`src/rtl/ultrasonic_range_filter.sv`:
```
// ---------------------------------------------------------------------------
// ultrasonic_range_filter
//
// Measurement scheduler and moving-average filter in front of the HC-SR04
// ranging stage. Issues a periodic one-cycle start pulse, guards each
// measurement with a watchdog, and smooths every accepted distance through a
// power-of-two ring-buffer average. The smoothed value (mm) feeds the
// waveform generator's distance-controlled parameters.
//
// Optional feature macro:
//   RANGE_CLAMP_EN - when defined, samples above MAX_MM are saturated to
//                    MAX_MM before entering the filter.
// ---------------------------------------------------------------------------
module ultrasonic_range_filter #(
  parameter int unsigned PERIOD_CYCLES  = 3_000_000,
  parameter int unsigned TIMEOUT_CYCLES = 2_500_000,
  parameter int unsigned AVG_LOG2       = 2,
  parameter int unsigned MAX_MM         = 4000
) (
  input  logic        clk,
  input  logic        rst,
  input  logic        enable,
  output logic        sensor_start,
  input  logic        sensor_done,
  input  logic [15:0] sensor_distance,
  output logic [15:0] dist_out,
  output logic        dist_valid,
  output logic        timeout_err
);

  // -------------------------------------------------------------------------
  // Derived constants
  // -------------------------------------------------------------------------
  localparam int unsigned DEPTH = 1 << AVG_LOG2;
  localparam int unsigned CNT_W = $clog2(PERIOD_CYCLES + 1);
  localparam int unsigned SUM_W = 16 + AVG_LOG2;
  localparam int unsigned IDX_W = (AVG_LOG2 == 0) ? 1 : AVG_LOG2;

  // period_cnt is compared before its own increment: the last GAP cycle holds
  // PERIOD_CYCLES-2, so the next START lands exactly PERIOD_CYCLES cycles
  // after the previous one.
  localparam logic [CNT_W-1:0] PERIOD_LAST = CNT_W'(PERIOD_CYCLES - 2);
  // Watchdog fires in the WAIT cycle whose wd_cnt equals TIMEOUT_CYCLES-1,
  // i.e. after TIMEOUT_CYCLES WAIT cycles without a done.
  localparam logic [CNT_W-1:0] WD_LAST     = CNT_W'(TIMEOUT_CYCLES - 1);
  localparam logic [15:0]      CLAMP_LIMIT = 16'(MAX_MM);
  localparam logic [IDX_W-1:0] IDX_LAST    = IDX_W'(DEPTH - 1);

`ifdef RANGE_CLAMP_EN
  localparam logic CLAMP_ON = 1'b1;
`else
  localparam logic CLAMP_ON = 1'b0;
`endif

  // -------------------------------------------------------------------------
  // FSM encoding
  // -------------------------------------------------------------------------
  typedef enum logic [1:0] {
    ST_IDLE  = 2'd0,
    ST_START = 2'd1,
    ST_WAIT  = 2'd2,
    ST_GAP   = 2'd3
  } state_t;

  state_t             state_r;
  state_t             next_state_s;

  logic [CNT_W-1:0]   period_cnt_r;
  logic [CNT_W-1:0]   wd_cnt_r;

  logic               accept_s;
  logic               timeout_s;

  // Filter storage
  logic [15:0]        ring_r [DEPTH];
  logic [SUM_W-1:0]   sum_r;
  logic [IDX_W-1:0]   idx_r;
  logic               primed_r;

  // Filter datapath
  logic [15:0]        sample_s;
  logic [15:0]        oldest_s;
  logic [SUM_W-1:0]   new_sum_s;
  logic [IDX_W-1:0]   next_idx_s;

  // Registered outputs
  logic               sensor_start_r;
  logic [15:0]        dist_out_r;
  logic               dist_valid_r;
  logic               timeout_err_r;

  assign sensor_start = sensor_start_r;
  assign dist_out     = dist_out_r;
  assign dist_valid   = dist_valid_r;
  assign timeout_err  = timeout_err_r;

  // State register for the measurement scheduler.
  always_ff @(posedge clk or posedge rst) begin
    if (rst) begin
      state_r <= ST_IDLE;
    end else begin
      state_r <= next_state_s;
    end
  end

  // Next-state logic plus sample-accept / watchdog-expiry decode.
  always_comb begin
    next_state_s = state_r;
    accept_s     = 1'b0;
    timeout_s    = 1'b0;
    case (state_r)
      ST_IDLE: begin
        if (enable) begin
          next_state_s = ST_START;
        end else begin
          next_state_s = ST_IDLE;
        end
      end
      ST_START: begin
        next_state_s = ST_WAIT;
      end
      ST_WAIT: begin
        // A done arriving on the expiry cycle wins over the watchdog.
        if (sensor_done) begin
          accept_s     = 1'b1;
          next_state_s = ST_GAP;
        end else if (wd_cnt_r == WD_LAST) begin
          timeout_s    = 1'b1;
          next_state_s = ST_GAP;
        end else begin
          next_state_s = ST_WAIT;
        end
      end
      ST_GAP: begin
        if (period_cnt_r == PERIOD_LAST) begin
          if (enable) begin
            next_state_s = ST_START;
          end else begin
            next_state_s = ST_IDLE;
          end
        end else begin
          next_state_s = ST_GAP;
        end
      end
      default: begin
        next_state_s = ST_IDLE;
      end
    endcase
  end

  // Period and watchdog counters, restarted on every START.
  always_ff @(posedge clk or posedge rst) begin
    if (rst) begin
      period_cnt_r <= '0;
      wd_cnt_r     <= '0;
    end else begin
      case (state_r)
        ST_START: begin
          period_cnt_r <= '0;
          wd_cnt_r     <= '0;
        end
        ST_WAIT: begin
          period_cnt_r <= period_cnt_r + CNT_W'(1'b1);
          wd_cnt_r     <= wd_cnt_r + CNT_W'(1'b1);
        end
        ST_GAP: begin
          period_cnt_r <= period_cnt_r + CNT_W'(1'b1);
          wd_cnt_r     <= wd_cnt_r;
        end
        default: begin
          period_cnt_r <= period_cnt_r;
          wd_cnt_r     <= wd_cnt_r;
        end
      endcase
    end
  end

  // Start pulse is registered and high exactly while the FSM sits in START.
  always_ff @(posedge clk or posedge rst) begin
    if (rst) begin
      sensor_start_r <= 1'b0;
    end else begin
      sensor_start_r <= (next_state_s == ST_START);
    end
  end

  // Sample conditioning, running-sum update and ring index advance.
  always_comb begin
    sample_s   = sensor_distance;
    oldest_s   = ring_r[idx_r];
    new_sum_s  = sum_r;
    next_idx_s = idx_r;

    if (CLAMP_ON && (sensor_distance > CLAMP_LIMIT)) begin
      sample_s = CLAMP_LIMIT;
    end else begin
      sample_s = sensor_distance;
    end

    if (primed_r) begin
      // The sum always contains oldest_s, so the subtraction cannot wrap.
      new_sum_s = sum_r - SUM_W'(oldest_s) + SUM_W'(sample_s);
    end else begin
      // First sample fills the whole window.
      new_sum_s = SUM_W'(sample_s) << AVG_LOG2;
    end

    if (idx_r == IDX_LAST) begin
      next_idx_s = '0;
    end else begin
      next_idx_s = idx_r + IDX_W'(1'b1);
    end
  end

  // Ring buffer, running sum and priming flag; only touched on an accepted sample.
  always_ff @(posedge clk or posedge rst) begin
    if (rst) begin
      for (int i = 0; i < int'(DEPTH); i++) begin
        ring_r[i] <= 16'd0;
      end
      sum_r    <= '0;
      idx_r    <= '0;
      primed_r <= 1'b0;
    end else if (accept_s) begin
      sum_r <= new_sum_s;
      if (primed_r) begin
        ring_r[idx_r] <= sample_s;
        idx_r         <= next_idx_s;
        primed_r      <= 1'b1;
      end else begin
        for (int i = 0; i < int'(DEPTH); i++) begin
          ring_r[i] <= sample_s;
        end
        idx_r    <= '0;
        primed_r <= 1'b1;
      end
    end else begin
      sum_r    <= sum_r;
      idx_r    <= idx_r;
      primed_r <= primed_r;
    end
  end

  // Filtered distance and its one-cycle valid strobe, one clock after done.
  always_ff @(posedge clk or posedge rst) begin
    if (rst) begin
      dist_out_r   <= 16'd0;
      dist_valid_r <= 1'b0;
    end else begin
      dist_valid_r <= accept_s;
      if (accept_s) begin
        dist_out_r <= 16'(new_sum_s >> AVG_LOG2);
      end else begin
        dist_out_r <= dist_out_r;
      end
    end
  end

  // Sticky timeout flag: set by watchdog expiry, cleared by a good sample.
  always_ff @(posedge clk or posedge rst) begin
    if (rst) begin
      timeout_err_r <= 1'b0;
    end else if (accept_s) begin
      timeout_err_r <= 1'b0;
    end else if (timeout_s) begin
      timeout_err_r <= 1'b1;
    end else begin
      timeout_err_r <= timeout_err_r;
    end
  end

endmodule

```
`config.mk`:
```
export PLATFORM = sky130hd
export DESIGN_NAME = ultrasonic_range_filter
export DESIGN_NICKNAME = d
export VERILOG_FILES = /design/src/rtl/ultrasonic_range_filter.sv
export SDC_FILE = /design/constraint.sdc
export NUM_CORES = 1
export LEC_CHECK = 0
export CAP_MARGIN = 20
export CORE_ASPECT_RATIO = 0.7
export CORE_UTILIZATION = 50
export DETAILED_ROUTE_END_ITERATION = 10
export PLACE_DENSITY = 0.68
export SYNTH_ARGS = -nofsm -noshare
export SYNTH_HDL_FRONTEND = slang
export SYNTH_SLANG_ARGS = --single-unit
```
`constraint.sdc`:
```
create_clock -name clk -period 6.1 [get_ports clk]
set_input_delay 1.525 -clock clk [delete_from_list [all_inputs] [get_ports clk]]
set_output_delay 1.525 -clock clk [all_outputs]
set_load 0.02 [all_outputs]
```
# Word level (Yosys, flattened, before mapping)
# Cells that the tools add are included.
[word_totals] register_bits=150 latchBits=0 mem_bits_rw=0 romBits=0 input_bits=20 output_inout_bits=19 wordCells=59 n_memories=0
[op_classes] add_sub_neg=5 multipliers=0 n_div=0 magnitude_cmp=2 n_eq_ne=7 shift=0 mux=24 bitwise=1 n_reduce_logical=6
[ops] op="$pmux W22 S2" count=2
[ops] op="$bwmux W64" count=1
[ops] op="$mux W64" count=1
[ops] op="$mux W16" count=3
[ops] op="$add A22 B1 Y22 const B" count=2
[ops] op="$eq A22 B22 Y1 const B" count=2
[ops] op="$bmux W16 S2" count=1
[ops] op="$demux W16 S2" count=1
[ops] op="$add A18 B16 Y18" count=1
[ops] op="$mux W18" count=1
[ops] op="$sub A18 B16 Y18" count=1
[ops] op="$mux W1" count=10
[ops] op="$pmux W2 S4" count=1
[ops] op="$eq A2 B2 Y1 const B" count=3
[ops] op="$mux W2" count=3
[ops] op="$reduce_bool A2 Y1" count=3
[ops] op="$eq A2 B1 Y1 const B" count=2
[ops] op="$ge A3 B3 Y1 const B" count=1
[ops] op="$lt A3 B1 Y1 const B" count=1
[ops] op="$not A2 Y3" count=1
[ops] op="$add A2 B1 Y2 const B" count=1
[ops] op="$logic_not A2 Y1" count=1
[ops] op="$reduce_or A2 Y1" count=1
[ops] op="$logic_and A1 B1 Y1" count=1

# Depth between registers and ports, before layout
[depth] word_depth=7 mapped_depth=13 depth_no_buf=12

# Least setup slack after synthesis
# No wires, ideal clock.
[synth_path] kind="input -> register" start="input port sensor_distance[1]" end="register sum_r[16]" setup_time_ns=0.129 arrival_ns=3.738 required_time_ns=5.971 path_slack_ns=2.233 stages=11 path_buffers=0 path_cell_list="inv_1 fa_1 inv_1 fa_1 a21o_1 a22oi_2 a21oi_4 a221oi_2 o31a_1 xor2_1 o21ai_0"
[synth_between] elab_chain_len=2
[synth_rtl] item="start, declared" line="25" source="input logic [15:0] sensor_distance,"
[synth_rtl] item="$add A18 B16 Y18" line="202" source="new_sum_s = sum_r - SUM_W'(oldest_s) + SUM_W'(sample_s);"
[synth_rtl] item="$mux W18" line="200" source="if (primed_r) begin"
[synth_rtl] item="end signal, assigned" line="225" source="sum_r <= new_sum_s;"
[synth_rtl] item="end signal, assigned" line="238" source="sum_r <= sum_r;"
[synth_rtl] item="end, declared" line="76" source="logic [SUM_W-1:0] sum_r;"
# No other way between the ends.
# A chain may end at the register's enable or synchronous reset.

# Final worst setup path
[layout_path] start="input port sensor_distance[3]" end="register sum_r[17]"
# The elaborated chain is that of the path after synthesis.

==> impl_summary.md <==
Outcome
The flow ran to the end, and the final reports show no timing, DRC or antenna violations.

Critical path
The setup path with the least slack is of type in2reg. The slowest cell on the critical path is clkdlybuf4s50_1. The number of cells on the worst reg-to-reg path is 12. The critical path crosses 11 cells after its start point.

At the worst endpoint, the required time is 6.41 ns. The beginning of the critical path is sensor_distance[3]. The critical path goes through clkdlybuf4s50_1 > inv_1 > fa_1 > inv_1 > ha_1 > nand4b_1 > a211oi_1 > nor2_1 > o311ai_2 > nor3_1 > nand3b_1. Among cell families on the critical path, the largest total delay comes from adder cells.

In this run the worst path has a maximum fanout of 6. The critical path contains buffers and inverters numbering 3 combined. For this run, the slowest stage of the critical path takes roughly 0.6 ns. The endpoint of the worst register-to-register path is sum_r[17].

The worst-case register-to-register setup slack is 1.89 ns. The kind of end point of the critical path is a register. The end point of the critical path is sum_r[17]. The nature of the critical path startpoint is an input pin. In this run the critical register-to-register path is launched from idx_r[0]. For the worst setup path, the data arrival time is between 4 and 5 ns. In this design, the critical path's most frequently occurring cell is inv_1.

Clock tree
The clock reaches the later pin of the worst-skew pair after ~0.43 ns. Clock-pin slew was measured on the worst setup and hold paths at ~0.060 ns. The H-tree depth is 4. TritonCTS built the clock tree. The number of buffers inserted for hold repair after clock tree synthesis is 0. The tree is rooted in a clkbuf_16.

Post-CTS timing repair inserted 0 buffers for setup. Clock tree synthesis inserted a total of 17 buffers. The number of instances resized during post-cts repair is 0. Counting every sink on the clock net gives around 130.

The number of buffers on the longest clock path is 2.

STA
Setup violations remaining at the end of the flow were counted as 0. The post-route clock skew is 0.00946 ns. The number of hold-slack violations in the final timing report is 0. Measured against its own limit, the worst slew margin works out to 0.315.

Of the available clock period, the critical path in the final layout requires 0.721. The achievable clock frequency is about 230 MHz. The count of final max-slew check failures was 0. Subtracting the final worst setup slack from the clock period gives around 4.4 ns.

Setup repair after global routing left no endpoint under its margin. Adding up every negative setup slack in the final design gives 0 ns. The final hold slack is 0.497 ns. For the pin with the worst max-slew slack, the measured transition is about 1.0 ns.

Die
In this run the horizontal extent of the chip is between 100 and 150 um. Row generation in the floorplan step produced 37 rows. In this run the standard cell core region covers ~0.015 sq mm. For this configuration, the core starts out at a cell density of 0.517. In this run the count of I/O pins placed on the die edge is 39. The die covers approximately 0.016 sq mm. The die height is 106 um.

Detailed routing
After detailed routing, the number of remaining DRC violations is 0. The routed layout has about 5500 vias. After detailed routing, the number of vias per cell comes to roughly 5.7. The first detailed-routing pass took 5 iterations.

Wires add up to ~17000 um. The detailed router's first-iteration violation count is roughly 480. After detailed routing, the average wire length per cell comes to roughly 18 um. The number of nets with antenna violations after detailed routing is 0.

Power
Power spread over the standard cell area amounts to 662 mW/mm^2. The reported leakage power is roughly 4.0 nW. VDD sags by at most between 0.0003 and 0.0004 V.

Placement
The wire-length estimate of the detail-placed layout is 11600 um. The count of port buffers added during placement is 38. Once placement finished, the instance area stood at between 0.008 and 0.009 sq mm.

At the end of routability-driven placement, the weighted congestion stood at 0.923.

GRT
The first global-routing pass estimated between 20000 and 30000 um of wire. The number of antenna violations at the first check in global routing came to 0. For this run, the total global-route usage over all layers was measured as 0.237.

Entering global routing, the biggest net connects a little under 70 pins. Summed over all layers, the global routing overflow is 0. The number of global-route vias before repair came to between 5000 and 6000.

Logic synthesis
The number of enable flip-flop cells after synthesis is 0. The number of nets in the synthesized netlist is 787. For this run, the register share of the synthesized area comes to 0.438. The gate count of the mapped netlist is a little over 700. In this run the cell area of the synthesized design comes to 0.00765 sq mm. The number of distinct standard cells referenced by the synthesized netlist is 53.

Of the post-synthesis cell area, the dominant cell type holds 0.438. Yosys printed 0 warnings. Ranked by total cell area, the synthesized netlist is headed by dfrtp_1 44%, mux2_2 9.6%, mux4_2 4.7%. The share of flip-flops with an asynchronous set or reset after synthesis is 1.00.

The cell taking the most area after synthesis is dfrtp_1. Among all flip-flop cells after synthesis, the most frequent one is dfrtp_1. The synthesized design contains approximately 130 register bits. The average footprint of a synthesized cell is approximately 11 sq um.

Layout
The post-layout net count is between 800 and 900. The layout filler cell count is approximately 1200. The number of diodes added for antenna fixing is 0. The share of final-layout standard cells stronger than drive strength 1 is 0.171.

Leaving out fill and tap cells, the most frequent cell in the layout is dfrtp_1. Once layout is done, the placed cells without fillers occupy around 0.009 sq mm. Leaving out fill and tap cells, the most frequent cells in the layout are 134 x dfrtp_1, 83 x inv_1, 65 x mux2_2, 46 x nand2_1, 45 x nor2_1. The area growth from synthesis to layout is 15.4%.

Worst hold path
The class of the tightest hold or removal check is reg2reg.

Flow run
Across the run, the number of max-cap violations was 0.
-- worst min-delay path by stage --
stage	start	endpoint	slack [ns]	cells after the start
after floorplan	sum_r[13]	sum_r[13]	0.47	2
after global placement	timeout_err	timeout_err	0.48	2
after detailed placement	timeout_err	timeout_err	0.49	2
after CTS	timeout_err	timeout_err	0.50	2
after global routing	ring_r[23]	ring_r[23]	0.51	1
final	timeout_err	timeout_err	0.50	2
-- layout make-up --
| cell class | count | area (sq um) | share of cell area |
|---|---|---|---|
| Sequential cell | 134 | 3350 | 0.380 |
| Timing Repair Buffer | 51 | 505 | 0.0573 |
| Clock inverter | 9 | 175 | 0.0198 |
| Inverter | 85 | 322 | 0.0364 |
| Multi-Input combinational cell | 466 | 3770 | 0.427 |
| Clock buffer | 21 | 460 | 0.0522 |
| Tap cell | 195 | 244 | 0.0276 |
-- worst reg2reg max path, delay by kind of cell (launching register included) --
family / cells / cell delay [ns]
AOI/OAI and AO/OA: 3 / 0.92
adders and majority gates: 2 / 0.79
DFF: 1 / 0.71
and+or+nand+nor: 4 / 0.66
muxes: 1 / 0.56
buffers and inverters: 2 / 0.45
-- registers in the layout, summed over array words and instances, names as in the netlist, 2 cells and up --
register,count
idx_r,2
state_r,2
ring_r,64
period_cnt_r,22
sum_r,18
wd_cnt_r,22
-- routing by layer --
layer,track usage,part of all wire,vias to the layer above
met5,0,0,-
met4,0.0779,0.015,0
met3,0.0576,0.061,27
met2,0.341,0.44,165
met1,0.351,0.49,2755
li1,-,-,2529
-- through the flow --
stage | util | total power [mW] | instances | worst slack, ns
final | 0.596 | 5.84 | 961 | 1.70
after global routing | 0.596 | 6.31 | 961 | 1.57
after CTS | 0.593 | 5.82 | 959 | 1.78
after detailed placement | 0.550 | 4.60 | 929 | 1.40
after global placement | 0.550 | 4.49 | 928 | 1.46
after floorplan | - | 3.91 | 723 | 0.992
-- cells in the mapped netlist (2+ instances only) --
library cell  number
nand4b_1           2
a21oi_1           30
nand3_1           26
or3_1             12
xor2_1            22
nand4_1           10
nor2b_1            7
clkbuf_1          12
mux2_2            65
o211ai_1           2
dfrtp_1          134
or4_1              2
and3_1             8
buf_4             17
mux4_2            16
o21a_1             2
nor3_1            19
o31a_1             3
inv_1             84
nor2_1            45
a31oi_1            2
o21ai_0           42
buf_2              8
nor4bb_1           3
and4b_1            2
mux2i_1            6
nand2b_1           2
ha_1              28
and2_1             2
xnor2_1           20
a21o_1             8
fa_1              16
nand2_1           46
-- report_power, final --
group	switching, mW	internal [mW]	total [mW]	leakage (nW)
Sequential	0.213	1.18	1.39	1.72
Clock	0.383	0.740	1.12	0.305
Combinational	1.81	1.52	3.32	1.96
-- cells by family after synthesis --
family / share of synthesized area
xor gates and xnor gates: 0.0481
adders and majority gates: 0.0876
AOI/OAI and AO/OA: 0.0796
buffers and inverters: 0.0700
muxes: 0.151
and+or+nand+nor: 0.126
DFF: 0.438
Note: power is estimated with default switching activity, not from simulation.
